`src/rtl/lsu_mem_ctrl_pkg.sv`:
```
// Shared definitions for the load/store control stage: funct3 encodings,
// FSM state type, default memory size and small request-decoding helpers.
package lsu_mem_ctrl_pkg;

  localparam int MEM_BYTES_DEFAULT = 1024;

  localparam logic [2:0] F3_B  = 3'b000;
  localparam logic [2:0] F3_H  = 3'b001;
  localparam logic [2:0] F3_W  = 3'b010;
  localparam logic [2:0] F3_BU = 3'b100;
  localparam logic [2:0] F3_HU = 3'b101;

  typedef enum logic {
    IDLE   = 1'b0,
    RMW_WR = 1'b1
  } lsu_state_e;

  // Stores only know B/H/W; loads additionally accept the unsigned variants.
  function automatic logic f3_illegal(input logic we, input logic [2:0] f3);
    if (we) return !(f3 inside {F3_B, F3_H, F3_W});
    else    return !(f3 inside {F3_B, F3_H, F3_W, F3_BU, F3_HU});
  endfunction

  // Sub-word store: overlay the low byte/halfword of the store data on the read word.
  function automatic logic [31:0] merge_store(input logic [2:0]  f3,
                                              input logic [31:0] word,
                                              input logic [31:0] wdata);
    if (f3 == F3_H) return {word[31:16], wdata[15:0]};
    else            return {word[31:8],  wdata[7:0]};
  endfunction

endpackage

```
`src/rtl/lsu_load_extend.sv`:
```
// Load data extraction: selects byte/halfword/word from a little-endian
// memory word and applies sign or zero extension according to funct3.
module lsu_load_extend
  import lsu_mem_ctrl_pkg::*;
(
  input  logic [2:0]  i_funct3,
  input  logic [31:0] i_word,
  output logic [31:0] o_data
);

  // NOTE: a combinational block must assign every output on every path;
  // the default first makes that true by construction and prevents a latch.
  always_comb begin
    o_data = i_word;
    case (i_funct3)
      F3_B:    o_data = {{24{i_word[7]}},  i_word[7:0]};
      F3_H:    o_data = {{16{i_word[15]}}, i_word[15:0]};
      F3_BU:   o_data = {24'h0, i_word[7:0]};
      F3_HU:   o_data = {16'h0, i_word[15:0]};
      default: o_data = i_word;
    endcase
  end

endmodule

```
`src/rtl/lsu_mem_ctrl.sv`:
```
// RV32I load/store control in front of a byte-addressed, word-wide data memory.
// SB/SH run as read-modify-write; optional range check via LSU_BOUND_CHECK_EN.
module lsu_mem_ctrl
  import lsu_mem_ctrl_pkg::*;
#(
  parameter int MEM_BYTES = MEM_BYTES_DEFAULT
) (
  input  logic        clk,
  input  logic        rst_n,
  input  logic        req_valid,
  output logic        req_ready,
  input  logic        req_we,
  input  logic [2:0]  req_funct3,
  input  logic [31:0] req_addr,
  input  logic [31:0] req_wdata,
  output logic        rsp_valid,
  output logic [31:0] rsp_data,
  output logic        fault,
  output logic        mem_ce,
  output logic        mem_we,
  output logic [31:0] mem_addr,
  output logic [31:0] mem_wdata,
  input  logic [31:0] mem_rdata
);

  lsu_state_e  r_state;
  lsu_state_e  w_state_nxt;
  logic [31:0] r_hold_addr;
  logic [31:0] r_hold_word;
  logic        r_rsp_valid;
  logic [31:0] r_rsp_data;
  logic        r_fault;

  logic        w_out_of_range;
  logic        w_reject;
  logic        w_accept;
  logic        w_load_ok;
  logic        w_rmw_start;
  logic [31:0] w_ext;

`ifdef LSU_BOUND_CHECK_EN
  // Highest legal address still leaves room for a full 4-byte access.
  assign w_out_of_range = (req_addr > 32'(MEM_BYTES - 4));
`else
  logic w_unused_bound;
  assign w_out_of_range = 1'b0;
  // Keeps the size parameter referenced when the range check is compiled out.
  assign w_unused_bound = ^32'(MEM_BYTES);
`endif

  assign w_reject    = f3_illegal(req_we, req_funct3) || w_out_of_range;
  assign w_accept    = (r_state == IDLE) && req_valid;
  assign w_load_ok   = w_accept && !w_reject && !req_we;
  assign w_rmw_start = w_accept && !w_reject && req_we && (req_funct3 != F3_W);

  lsu_load_extend u_load_extend (
    .i_funct3 (req_funct3),
    .i_word   (mem_rdata),
    .o_data   (w_ext)
  );

  always_comb begin
    w_state_nxt = r_state;
    req_ready   = 1'b0;
    mem_ce      = 1'b0;
    mem_we      = 1'b0;
    mem_addr    = 32'h0;
    mem_wdata   = 32'h0;
    case (r_state)
      IDLE: begin
        req_ready = 1'b1;
        if (req_valid && !w_reject) begin
          mem_ce   = 1'b1;
          mem_addr = req_addr;
          if (req_we && req_funct3 == F3_W) begin
            mem_we    = 1'b1;
            mem_wdata = req_wdata;
          end else if (req_we) begin
            w_state_nxt = RMW_WR;
          end
        end
      end
      RMW_WR: begin
        mem_ce      = 1'b1;
        mem_we      = 1'b1;
        mem_addr    = r_hold_addr;
        mem_wdata   = r_hold_word;
        w_state_nxt = IDLE;
      end
      default: w_state_nxt = IDLE;
    endcase
  end

  // NOTE: state uses non-blocking assignments so every register samples the
  // pre-edge values; blocking here would create order-dependent simulation.
  // Reset returns to IDLE immediately, which also cancels a pending RMW write.
  always_ff @(posedge clk or negedge rst_n) begin
    if (!rst_n) begin
      r_state     <= IDLE;
      r_hold_addr <= 32'h0;
      r_hold_word <= 32'h0;
      r_rsp_valid <= 1'b0;
      r_rsp_data  <= 32'h0;
      r_fault     <= 1'b0;
    end else begin
      r_state     <= w_state_nxt;
      r_rsp_valid <= w_load_ok;
      r_fault     <= w_accept && w_reject;
      if (w_load_ok) r_rsp_data <= w_ext;
      if (w_rmw_start) begin
        r_hold_addr <= req_addr;
        r_hold_word <= merge_store(req_funct3, mem_rdata, req_wdata);
      end
    end
  end

  assign rsp_valid = r_rsp_valid;
  assign rsp_data  = r_rsp_data;
  assign fault     = r_fault;

endmodule

```
`config.mk`:
```
export PLATFORM = sky130hd
export DESIGN_NAME = lsu_mem_ctrl
export DESIGN_NICKNAME = d
export VERILOG_FILES = /design/src/rtl/lsu_mem_ctrl_pkg.sv /design/src/rtl/lsu_load_extend.sv /design/src/rtl/lsu_mem_ctrl.sv
export SDC_FILE = /design/constraint.sdc
export NUM_CORES = 1
export LEC_CHECK = 0
export BUFFER_PORTS_ARGS = -buffer_cell sky130_fd_sc_hd__clkbuf_2
export CAP_MARGIN = 10
export CORE_MARGIN = 2
export CORE_UTILIZATION = 43
export DETAILED_ROUTE_END_ITERATION = 12
export PLACE_DENSITY = 0.8
export SLEW_MARGIN = 5
export SYNTH_ARGS = -nofsm -noshare
export SYNTH_HDL_FRONTEND = slang
export SYNTH_SLANG_ARGS = --single-unit
```
`constraint.sdc`:
```
create_clock -name clk -period 2.3 [get_ports clk]
set_clock_uncertainty 0.05 [all_clocks]
set_input_delay 0.115 -clock clk [delete_from_list [all_inputs] [get_ports clk]]
set_output_delay 0.115 -clock clk [all_outputs]
set_load 0.02 [all_outputs]
```
=== After elaboration in Yosys (flattened, before gate mapping) ===
Cells that the tools add are included.

* Bits in registers: 99
* Latch bits: 0
* Bits in writable memories: 0
* Memory bits (read-only): 0
* Input port bits: 103
* Output and inout port bits: 101
* Word-level logic and storage cells: 45
* Memories: 0

* $add $sub $neg: 0
* $mul: 0
* Divide/modulo/power cells: 0
* Magnitude comparators: 0
* Equality and inequality tests: 5
* Shift-type cells: 0
* Mux-type cells: 18
* Bitwise operators: 1
* Reductions and logical operators: 15

{| class="wikitable"
|+ Operators with widths
! cell !! count
|-
| case mux 32 bit (2 select lines) || 2
|-
| case mux 32 bit (4 select lines) || 1
|-
| two-way mux 32 bit || 3
|-
| two-way mux 16 bit || 1
|-
| logical AND 1 bit || 8
|-
| two-way mux 1 bit || 8
|-
| equality test 3 bit (second input constant) || 2
|-
| case mux 1 bit (2 select lines) || 3
|-
| nonzero test 5 bit || 1
|-
| logical NOT 1 bit || 4
|-
| equality test 3 x 1 -> 1 bit (second input constant) || 1
|-
| equality test 3 x 2 -> 1 bit (second input constant) || 1
|-
| logical NOT 3 bit || 1
|-
| != test 3 x 2 -> 1 bit (second input constant) || 1
|-
| nonzero test 3 bit || 1
|-
| NOT 1 bit || 1
|}

=== Longest topological paths before layout ===
Gate-level depths: netlist of the first run.

* Depth in word-level cells: 8
* Depth in mapped cells: 6
* Mapped depth without buffers: 3

=== Modules after synthesis ===
A second synthesis of the first run with hierarchy kept.

* Cell total of the unflattened synthesis: 373
* Area total of the unflattened synthesis: 4,817.1 µm²

{| class="wikitable"
|+ By module, submodules not included
! module !! times used !! cells an instance !! area an instance (µm²) !! seq. area each (µm²)
|-
| lsu_mem_ctrl || 1 || 306 || 4,461.8 || 2,477.4
|-
| lsu_load_extend || 1 || 67 || 355.3 || 0.0
|}

=== Least setup slack after synthesis of the first run ===
No wires, ideal clock.

* Kind: reg-to-reg
* Start point: register r_state
* End point: register r_hold_word[10]
* Setup time: 0.125 ns
* Data arrival time: 1.580 ns
* Data required time: 2.125 ns
* Slack: 0.545 ns
* Stages on the path, launching flop included: 6
* Buffers on the path: 2
* Period minus slack after synthesis: 1.755 ns
* Path through: dfrtp_1 -> nand2b_1 -> nor4b_2 -> buf_2 -> buf_4 -> mux2_2

* Cells in the longest elaborated chain, start to end: 5

{| class="wikitable"
|+ Ends and longest elaborated chain
! element !! line !! text
|-
| start: declaration || lsu_mem_ctrl.sv:26 || <nowiki>lsu_state_e r_state;</nowiki>
|-
| start signal: assignment || lsu_mem_ctrl.sv:106 || <nowiki>r_state <= w_state_nxt;</nowiki>
|-
| NOT 1 bit || - ||
|-
| logical AND 1 bit || lsu_mem_ctrl.sv:52 || <nowiki>assign w_accept = (r_state == IDLE) && req_valid;</nowiki>
|-
| logical AND 1 bit (3 in series) || lsu_mem_ctrl.sv:54 || <nowiki>assign w_rmw_start = w_accept && !w_reject && req_we && (req_funct3 != F3_W);</nowiki>
|-
| end signal: assignment || lsu_mem_ctrl.sv:112 || <nowiki>r_hold_word <= merge_store(req_funct3, mem_rdata, req_wdata);</nowiki>
|-
| end: declaration || lsu_mem_ctrl.sv:29 || <nowiki>logic [31:0] r_hold_word;</nowiki>
|}

Every way passes these cells.
A chain may end at the register's enable or synchronous reset.

=== Worst setup path in the final report of the first run ===
* Start point: register r_state
* End point: output port mem_addr[15]

* Cells in the longest elaborated chain, start to end: 2

{| class="wikitable"
|+ Ends and longest elaborated chain
! element !! line !! text
|-
| NOT 1 bit || - ||
|-
| case mux 32 bit (2 select lines) (*) || lsu_mem_ctrl.sv:69 || <nowiki>case (r_state)</nowiki>
|-
| end: declaration || lsu_mem_ctrl.sv:21 || <nowiki>output logic [31:0] mem_addr,</nowiki>
|}

Mark *: on every way between the ends. The rest lies on a longest branch, timed or not.

==> impl_metrics.json, run 1 <==
{
  "grt_pass1_vias": 4072,
  "synth_edf_count": 0,
  "worstPathArrival_ps": 1940,
  "ys_warn_count": 0,
  "start_kind": "flip-flop",
  "first_pass_iters": 4,
  "hp-class": "primary input to flip-flop",
  "netlist_area_um2": 4840,
  "syn-num-nets": 469,
  "vias": 4066,
  "drt-initial-drc-count": 173,
  "clock_latency_ps": 350,
  "dieArea_um2": 12100,
  "finalWorstSetupSlack_ps": 199,
  "utilization": 0.630,
  "cts.sinks": 99,
  "synth.avg_cell_area_um2": 13.2,
  "fin_tns_setup_ps": 0,
  "hold_slack_ps": 79.9,
  "via_per_inst": 5.29,
  "combPwrFrac": 0.266,
  "fin_cells": 769,
  "yosys.area.top_type": "dfrtp_1",
  "hpwl_um": 8590,
  "cap_violations": 0,
  "regToRegStartpoint": "r_state",
  "rsz0062_at_grt": "no",
  "regToRegEndpoint": "rsp_data[1]",
  "drive_gt1_frac": 0.472,
  "cts-htree-levels": 3,
  "cp.required_ps": 2130,
  "period_share": 0.913,
  "r2r_slack_ps": 290,
  "ant_nets": 0,
  "num_rows": 38,
  "cts_buffer_depth": 2,
  "synth-seq-area-share": 0.512,
  "synth_top_cell_area_share": 0.512,
  "hp-start": "req_wdata[13]",
  "peakVddDrop_v": 0.000358,
  "place_inst": 688,
  "startpoint": "r_state",
  "placed_area_um2": 6000,
  "grt.total_usage": 0.215,
  "leakage_nw": 3.48,
  "powerDensity_nw_per_um2": 692,
  "dieWidth_um": 110,
  "cts_tree": "yes",
  "cts_buffers": 9,
  "die-height_um": 110,
  "areaGrowthSynthToFinish_pct": 41.8,
  "yosys-top-cells-area": "dfrtp_1 51%, a22o_1 12%, mux2_1 10%",
  "endpoint": "mem_addr[15]",
  "crit_type": "flip-flop to primary output",
  "crit_fanout": 32,
  "grt_max_degree": 67,
  "synth.ff_latch_count": 99,
  "p_sw_mw": 1.47,
  "grt_pass1_wl_um": 20100,
  "r2r_cells": 4,
  "placeableCoreArea_um2": 10900,
  "min_period_ps": 2100,
  "status": "complete, no violations",
  "synth_most_common_cell": "dfrtp_1",
  "fmax_mhz": 476,
  "synthTopCellsByCount": "99 x dfrtp_1, 64 x a22o_1, 45 x mux2_1",
  "p_int_mw": 3.28,
  "synthFlopType": "dfrtp_1",
  "synth_cell_types": 26,
  "drv_slew": 0,
  "switching_share": 0.309,
  "relSlewSlack": 0.530,
  "setup.worst_path.end_class": "primary output",
  "gr-total-overflow": 0,
  "gp_congestion": 0.762,
  "postLayoutCellArea_um2": 6860,
  "clkPwrFrac": 0.239,
  "clk_pin_slew_ps": 100,
  "nets": 727,
  "ios": 204,
  "async_flop_share": 1.00,
  "post_cts_buffers": 0,
  "io_buffer_count": 203,
  "final-setup-viol-count": 0,
  "root_buffer": "clkbuf_8",
  "wl_um": 13000,
  "wire_per_inst_um": 16.9,
  "drc": 0,
  "total_power_mw": 4.75,
  "start_util": 0.444,
  "tightest_slew_ps": 705,
  "final-hold-violation-count": 0,
  "antenna_found_initial": 0,
  "num_antenna_cells": 0,
  "seq_power_share": 0.495,
  "netlist_instances": 366,
  "pre_cts_slack_ps": 300
}
[metal layers]
layer / global-route usage / vias to the layer above / part of all wire
li1: - / 1879 / -
met1: 0.260 / 2012 / 0.41
met2: 0.381 / 157 / 0.51
met3: 0.0482 / 18 / 0.062
met4: 0.0687 / 0 / 0.019
met5: 0 / - / 0
[registers in the layout, summed over array words and instances (netlist names)]
register	count
rsp_valid	1
r_hold_addr	32
fault	1
r_state	1
r_hold_word	32
rsp_data	32
[layout by cell type (no fill, tap or decap), drive strengths merged, types with 2 or more instances in the layout]
master       synthesis  layout
a22o                64      64
buf                 19      13
clkbuf              14     211
clkinv               0       2
clkinvlp             0       2
dfrtp               99      99
dlygate4sd3          0      65
inv                  3       5
mux2               104     104
nand2               24      24
nor2                 2       2
o21ai               25      25
[cell families (layout without fill, tap and decap cells)]
family	Yosys count	in the layout	share of synthesized area
and+or+nand+nor	33	33	0.0342
buffers and inverters	36	299	0.0393
AOI/OAI and AO/OA	93	93	0.147
muxes	105	105	0.267
DFF	99	99	0.512
[worst min-delay path by stage]
stage,endpoint,slack (ps),cells past startpoint
floorplan,fault,-230,0
CTS,r_hold_word[13],60,3
global route,r_hold_word[13],60,3
detailed placement,r_hold_addr[23],120,1
finish,r_hold_word[13],80,3
global placement,r_hold_addr[29],110,1
[timing repair]
item | CTS | global route
hold buffers | 65 | 0
resized for setup | 0 | 1
endpoints found under the setup margin | 0 | 1
endpoints found under the hold margin | 110 | 0
[critical path, stage by stage, from the launching register on]
cell	delay (ps)
dfrtp_2	410
nand2b_1	270
a211oi_4	230
buf_6	280
a22o_1	200
clkbuf_2	170
[cell type report]
type | instances | area, um2
Timing Repair Buffer | 280 | 1800
Sequential cell | 99 | 2480
Multi-Input combinational cell | 231 | 2190
Tap cell | 140 | 175
Clock inverter | 7 | 76.3
Clock buffer | 9 | 124
Inverter | 3 | 11.3
Fill cell | 850 | 4030
[power groups by stage]
stage | Sequential [mW] | Combinational, mW | Clock [mW]
global route | 2.39 | 1.36 | 1.25
global placement | 2.34 | 1.13 | 0
floorplan | 2.46 | 0.613 | 0
CTS | 2.34 | 1.27 | 1.17
finish | 2.35 | 1.26 | 1.14
detailed placement | 2.37 | 1.18 | 0
(Power assumes the default switching activity.)
==> inputs of run 2 (changes only) <==
- clock period: 2.3 -> 2.1 ns (I/O delays scaled with it)
==> run 2 against run 1 <==
Compared with the run above:
- clock-buffer cell count grew 2
- cell count grew 0.26%
- cell area is essentially flat
- clock power is essentially flat
- first-iteration DRC count grew 14%
- critical path depth is the same
- core utilization grew 0.057 points
- flip-flop and latch count is the same
- via count shrank 0.15%
- critical endpoint is now mem_addr[17]
- sequential share of layout area is essentially flat
- largest cell class unchanged
==> impl_metrics.json, run 2 (synthesis gave the netlist of run 1 again) <==
{
  "regToRegStartpoint": "r_state",
  "min_period_ps": 1990,
  "grt_pass1_vias": 4139,
  "relSlewSlack": 0.528,
  "hp-class": "primary input to flip-flop",
  "grt.total_usage": 0.212,
  "start_util": 0.444,
  "cts.sinks": 99,
  "start_kind": "flip-flop",
  "drv_slew": 0,
  "clk_pin_slew_ps": 100,
  "leakage_nw": 3.48,
  "grt_max_degree": 67,
  "dieArea_um2": 12100,
  "drt-initial-drc-count": 197,
  "cap_violations": 0,
  "tightest_slew_ps": 707,
  "via_per_inst": 5.27,
  "nets": 729,
  "drc": 0,
  "final_common_cell": "clkbuf_2",
  "rsz0062_at_grt": "no",
  "clock_latency_ps": 350,
  "areaGrowthSynthToFinish_pct": 42.0,
  "grt_pass1_wl_um": 19800,
  "hpwl_um": 8580,
  "antenna_found_initial": 0,
  "wl_um": 13100,
  "hp-start": "req_wdata[13]",
  "regArea_um2": 2480,
  "placeableCoreArea_um2": 10900,
  "powerDensity_nw_per_um2": 740,
  "status": "complete, no violations",
  "cts_tree": "yes",
  "total_power_mw": 5.08,
  "drive_gt1_frac": 0.474,
  "crit_fanout": 32,
  "setup.worst_path.end_class": "primary output",
  "fillers": 831,
  "final-setup-viol-count": 0,
  "placed_area_um2": 6030,
  "io_buffer_count": 203,
  "worstPathArrival_ps": 1840,
  "die-height_um": 110,
  "vias": 4060,
  "num_rows": 38,
  "fmax_mhz": 502,
  "first_pass_iters": 4,
  "wire_per_inst_um": 17.0,
  "gr-total-overflow": 0,
  "ant_nets": 0,
  "root_buffer": "clkbuf_8",
  "final-hold-violation-count": 0,
  "crit_type": "flip-flop to primary output",
  "num_antenna_cells": 0,
  "peakVddDrop_v": 0.000390,
  "fin_tns_setup_ps": 0,
  "period_share": 0.949,
  "postLayoutCellArea_um2": 6870,
  "cts_buffers": 9,
  "cp.required_ps": 1950,
  "final_cell_mix": "202 x clkbuf_2, 98 x dfrtp_1, 65 x dlygate4sd3_1",
  "multi_input_area_um2": 2200,
  "dieWidth_um": 110,
  "ios": 204,
  "cts_buffer_depth": 2,
  "gp_congestion": 0.751,
  "utilization": 0.631,
  "cts-htree-levels": 3,
  "startpoint": "r_state"
}
==> run 2: power breakdown <==
part / internal, mW / switching, mW / total [mW]
registers: 2.32 / 0.248 / 2.57
logic: 0.711 / 0.670 / 1.38
clock network: 0.466 / 0.663 / 1.13
==> run 2: repair_timing <==
| item | CTS | global route |
|---|---|---|
| setup buffers | 0 | 0 |
| hold buffers | 65 | 0 |
| gates resized for setup | 0 | 1 |
| hold endpoints to repair | 104 | 0 |
| endpoints found under the setup margin | 0 | 42 |
==> run 2: worst max-delay path, cell delays in order (launching register included) <==
cell	delay, ps
dfrtp_2	410
nand2b_2	250
a211oi_4	240
buf_12	220
a22o_1	180
clkbuf_2	180
==> run 2: area by class of cell <==
class,instances,area share
clock inverters,5,0.00565
well taps,140,0.0255
multi-input cells,231,0.320
inverters,3,0.00164
flip-flops and latches,99,0.361
clock buffers,11,0.0206
repair buffers,282,0.266
==> run 2: path summary, 6_finish.rpt <==
| check | to | slack (ps) | depth (start not counted) |
|---|---|---|---|
| max | mem_addr[17] | 110 | 5 |
| min | r_hold_word[13] | 70 | 3 |
| max reg2reg | r_hold_word[9] | 180 | 4 |
| min reg2reg | r_hold_word[3] | 440 | 1 |
| max in group asynchronous | r_hold_word[14] | 1110 | 3 |
| min in group asynchronous | r_hold_addr[23] | 230 | 2 |
==> run 2: stage by stage <==
| stage | hold slack, ps | setup WS [ps] | instances |
|---|---|---|---|
| final | 66.8 | 108 | 771 |
| after CTS | 46.9 | 38.1 | 771 |
| after floorplan | -241 | 345 | 366 |
| after global placement | 78.3 | 206 | 690 |
| after detailed placement | 81.0 | 139 | 690 |
| after global routing | 67.1 | 16.5 | 771 |
==> run 2: per-layer routing <==
layer	wire, um	track usage	up-vias
li1	-	-	1874
met1	5270	0.246	2009
met4	309	0.0931	0
met2	6800	0.382	152
met5	0	0	-
met3	698	0.0364	25
==> inputs of run 3 (changes only) <==
- PLACE_DENSITY: 0.8 -> 0.7
- SETUP_SLACK_MARGIN: default -> 0.1
==> run 3 against run 2 <==
Compared with the run above:
- via count rose by 1.7%
- register-to-register slack improved by 50 ps
- flip-flop and latch count did not move
- first-iteration DRC count rose by 6.6%
- critical path depth rose by 1
- cell area rose by 5.4%
- clock power barely moved
- power rose by 2.4%
- non-clock buffer count rose by 11
- core utilization rose by 3.4 points
- global-route usage rose by 2.1 points
- combinational power rose by 7%
- critical path type unchanged
- largest cell class unchanged
==> impl_metrics.json, run 3 (synthesis gave the netlist of run 1 again) <==
{
  "vias": 4127,
  "cp.required_ps": 1950,
  "ant_nets": 0,
  "min_period_ps": 1950,
  "regToRegStartpoint": "r_state",
  "leakage_nw": 3.63,
  "final_cell_mix": "176 x clkbuf_2, 98 x dfrtp_1, 65 x dlygate4sd3_1",
  "final-setup-viol-count": 0,
  "powerDensity_nw_per_um2": 719,
  "grt_max_degree": 67,
  "start_util": 0.444,
  "hpwl_um": 8700,
  "ios": 204,
  "root_buffer": "clkbuf_8",
  "crit_type": "flip-flop to primary output",
  "num_antenna_cells": 0,
  "fmax_mhz": 512,
  "gr-total-overflow": 0,
  "areaGrowthSynthToFinish_pct": 49.7,
  "grt_pass1_vias": 4291,
  "final_common_cell": "clkbuf_2",
  "cts-htree-levels": 3,
  "regArea_um2": 2480,
  "period_share": 0.929,
  "r2r_cells": 5,
  "num_rows": 38,
  "status": "complete, no violations",
  "rsz0062_at_grt": "yes",
  "final-hold-violation-count": 0,
  "dieWidth_um": 110,
  "io_buffer_count": 203,
  "total_power_mw": 5.21,
  "antenna_found_initial": 0,
  "worstPathArrival_ps": 1800,
  "gp_congestion": 0.774,
  "hp-class": "primary input to flip-flop",
  "min_path_cells": 3,
  "wire_per_inst_um": 17.8,
  "relSlewSlack": 0.573,
  "via_per_inst": 5.28,
  "regToRegEndpoint": "rsp_data[0]",
  "clock_latency_ps": 350,
  "grt_pass1_wl_um": 21400,
  "cts_buffers": 9,
  "crit_fanout": 17,
  "hold_slack_ps": 66.4,
  "grt.total_usage": 0.233,
  "hp-start": "req_wdata[13]",
  "first_pass_iters": 4,
  "cts_buffer_depth": 2,
  "start_kind": "flip-flop",
  "drv_slew": 0,
  "fin_tns_setup_ps": 0,
  "clk_pin_slew_ps": 90,
  "cts.sinks": 99,
  "peakVddDrop_v": 0.000403,
  "drt-initial-drc-count": 210,
  "drc": 0,
  "tightest_slew_ps": 641,
  "wl_um": 13900,
  "cts_tree": "yes",
  "fillers": 802,
  "utilization": 0.665,
  "setup.worst_path.end_class": "primary output",
  "multi_input_area_um2": 2200,
  "die-height_um": 110,
  "dieArea_um2": 12100,
  "min_to": "r_hold_word[13]",
  "drive_gt1_frac": 0.484,
  "nets": 740,
  "cap_violations": 0,
  "placeableCoreArea_um2": 10900,
  "r2r_slack_ps": 230
}
==> run 3: changes by cell type in the layout (fill, tap and decap cells not counted), moves of 3 or more <==
| cell | change |
|---|---|
| buf_6 | +9 |
| clkbuf_8 | +13 |
| clkinvlp_4 | -3 |
| clkbuf_4 | +4 |
| clkbuf_2 | -26 |
| buf_4 | +4 |
| buf_12 | +3 |
==> run 3: per-layer routing <==
layer / track usage / vias up / share of wire / wire length (um)
met5: 0 / - / 0 / 0
met4: 0.0841 / 0 / 0.013 / 178
met2: 0.390 / 176 / 0.49 / 6810
li1: - / 1894 / - / -
met3: 0.0541 / 17 / 0.064 / 895
met1: 0.295 / 2040 / 0.43 / 6040
==> run 3: worst max-delay path, stage by stage, from the launching register on <==
cell	delay [ps]
dfrtp_2	410
nand2b_4	150
buf_4	150
nor2_2	160
buf_6	220
a22o_1	160
clkbuf_2	170
==> run 3: final cells by class <==
type                            count  share of cell area
Clock buffer                        9              0.0171
Clock inverter                      7             0.00813
Inverter                            3             0.00156
Multi-Input combinational cell    231               0.304
Sequential cell                    99               0.342
Tap cell                          140              0.0242
Timing Repair Buffer              293               0.302
==> run 3: stage by stage <==
stage | setup slack [ps] | instance area (um2) | std cells
floorplan | 345 | 4840 | 366
global placement | 315 | 6060 | 692
detailed placement | 269 | 6060 | 692
CTS | 21.9 | 7190 | 780
global route | 60.7 | 7240 | 782
finish | 148 | 7240 | 782
==> run 3: timing repair <==
item                                    in CTS  in global routing
pin swaps                                    9                  5
buffers inserted                             5                  2
hold endpoints to repair                   109                  0
gates cloned                                 3                  1
hold buffers                                65                  0
endpoints found under the setup margin      48                 72
gates resized for setup                     39                 22
==> run 3: worst max-delay path by stage <==
stage / startpoint / endpoint / slack, ps / depth (start not counted)
6_report: r_state / mem_wdata[31] / 150 / 6
5_1_grt: r_state / mem_addr[10] / 60 / 7
4_1_cts: r_state / mem_addr[5] / 20 / 8
3_5_place_dp: r_state / r_hold_word[9] / 270 / 4
3_3_place_gp: r_state / r_hold_word[10] / 320 / 4
2_1_floorplan: r_state / r_hold_word[10] / 350 / 5
==> run 3: power by group <==
part           leakage [nW]  internal [mW]  switching, mW
logic                  2.34          0.784          0.698
registers              1.20           2.32          0.244
clock network        0.0921          0.450          0.705
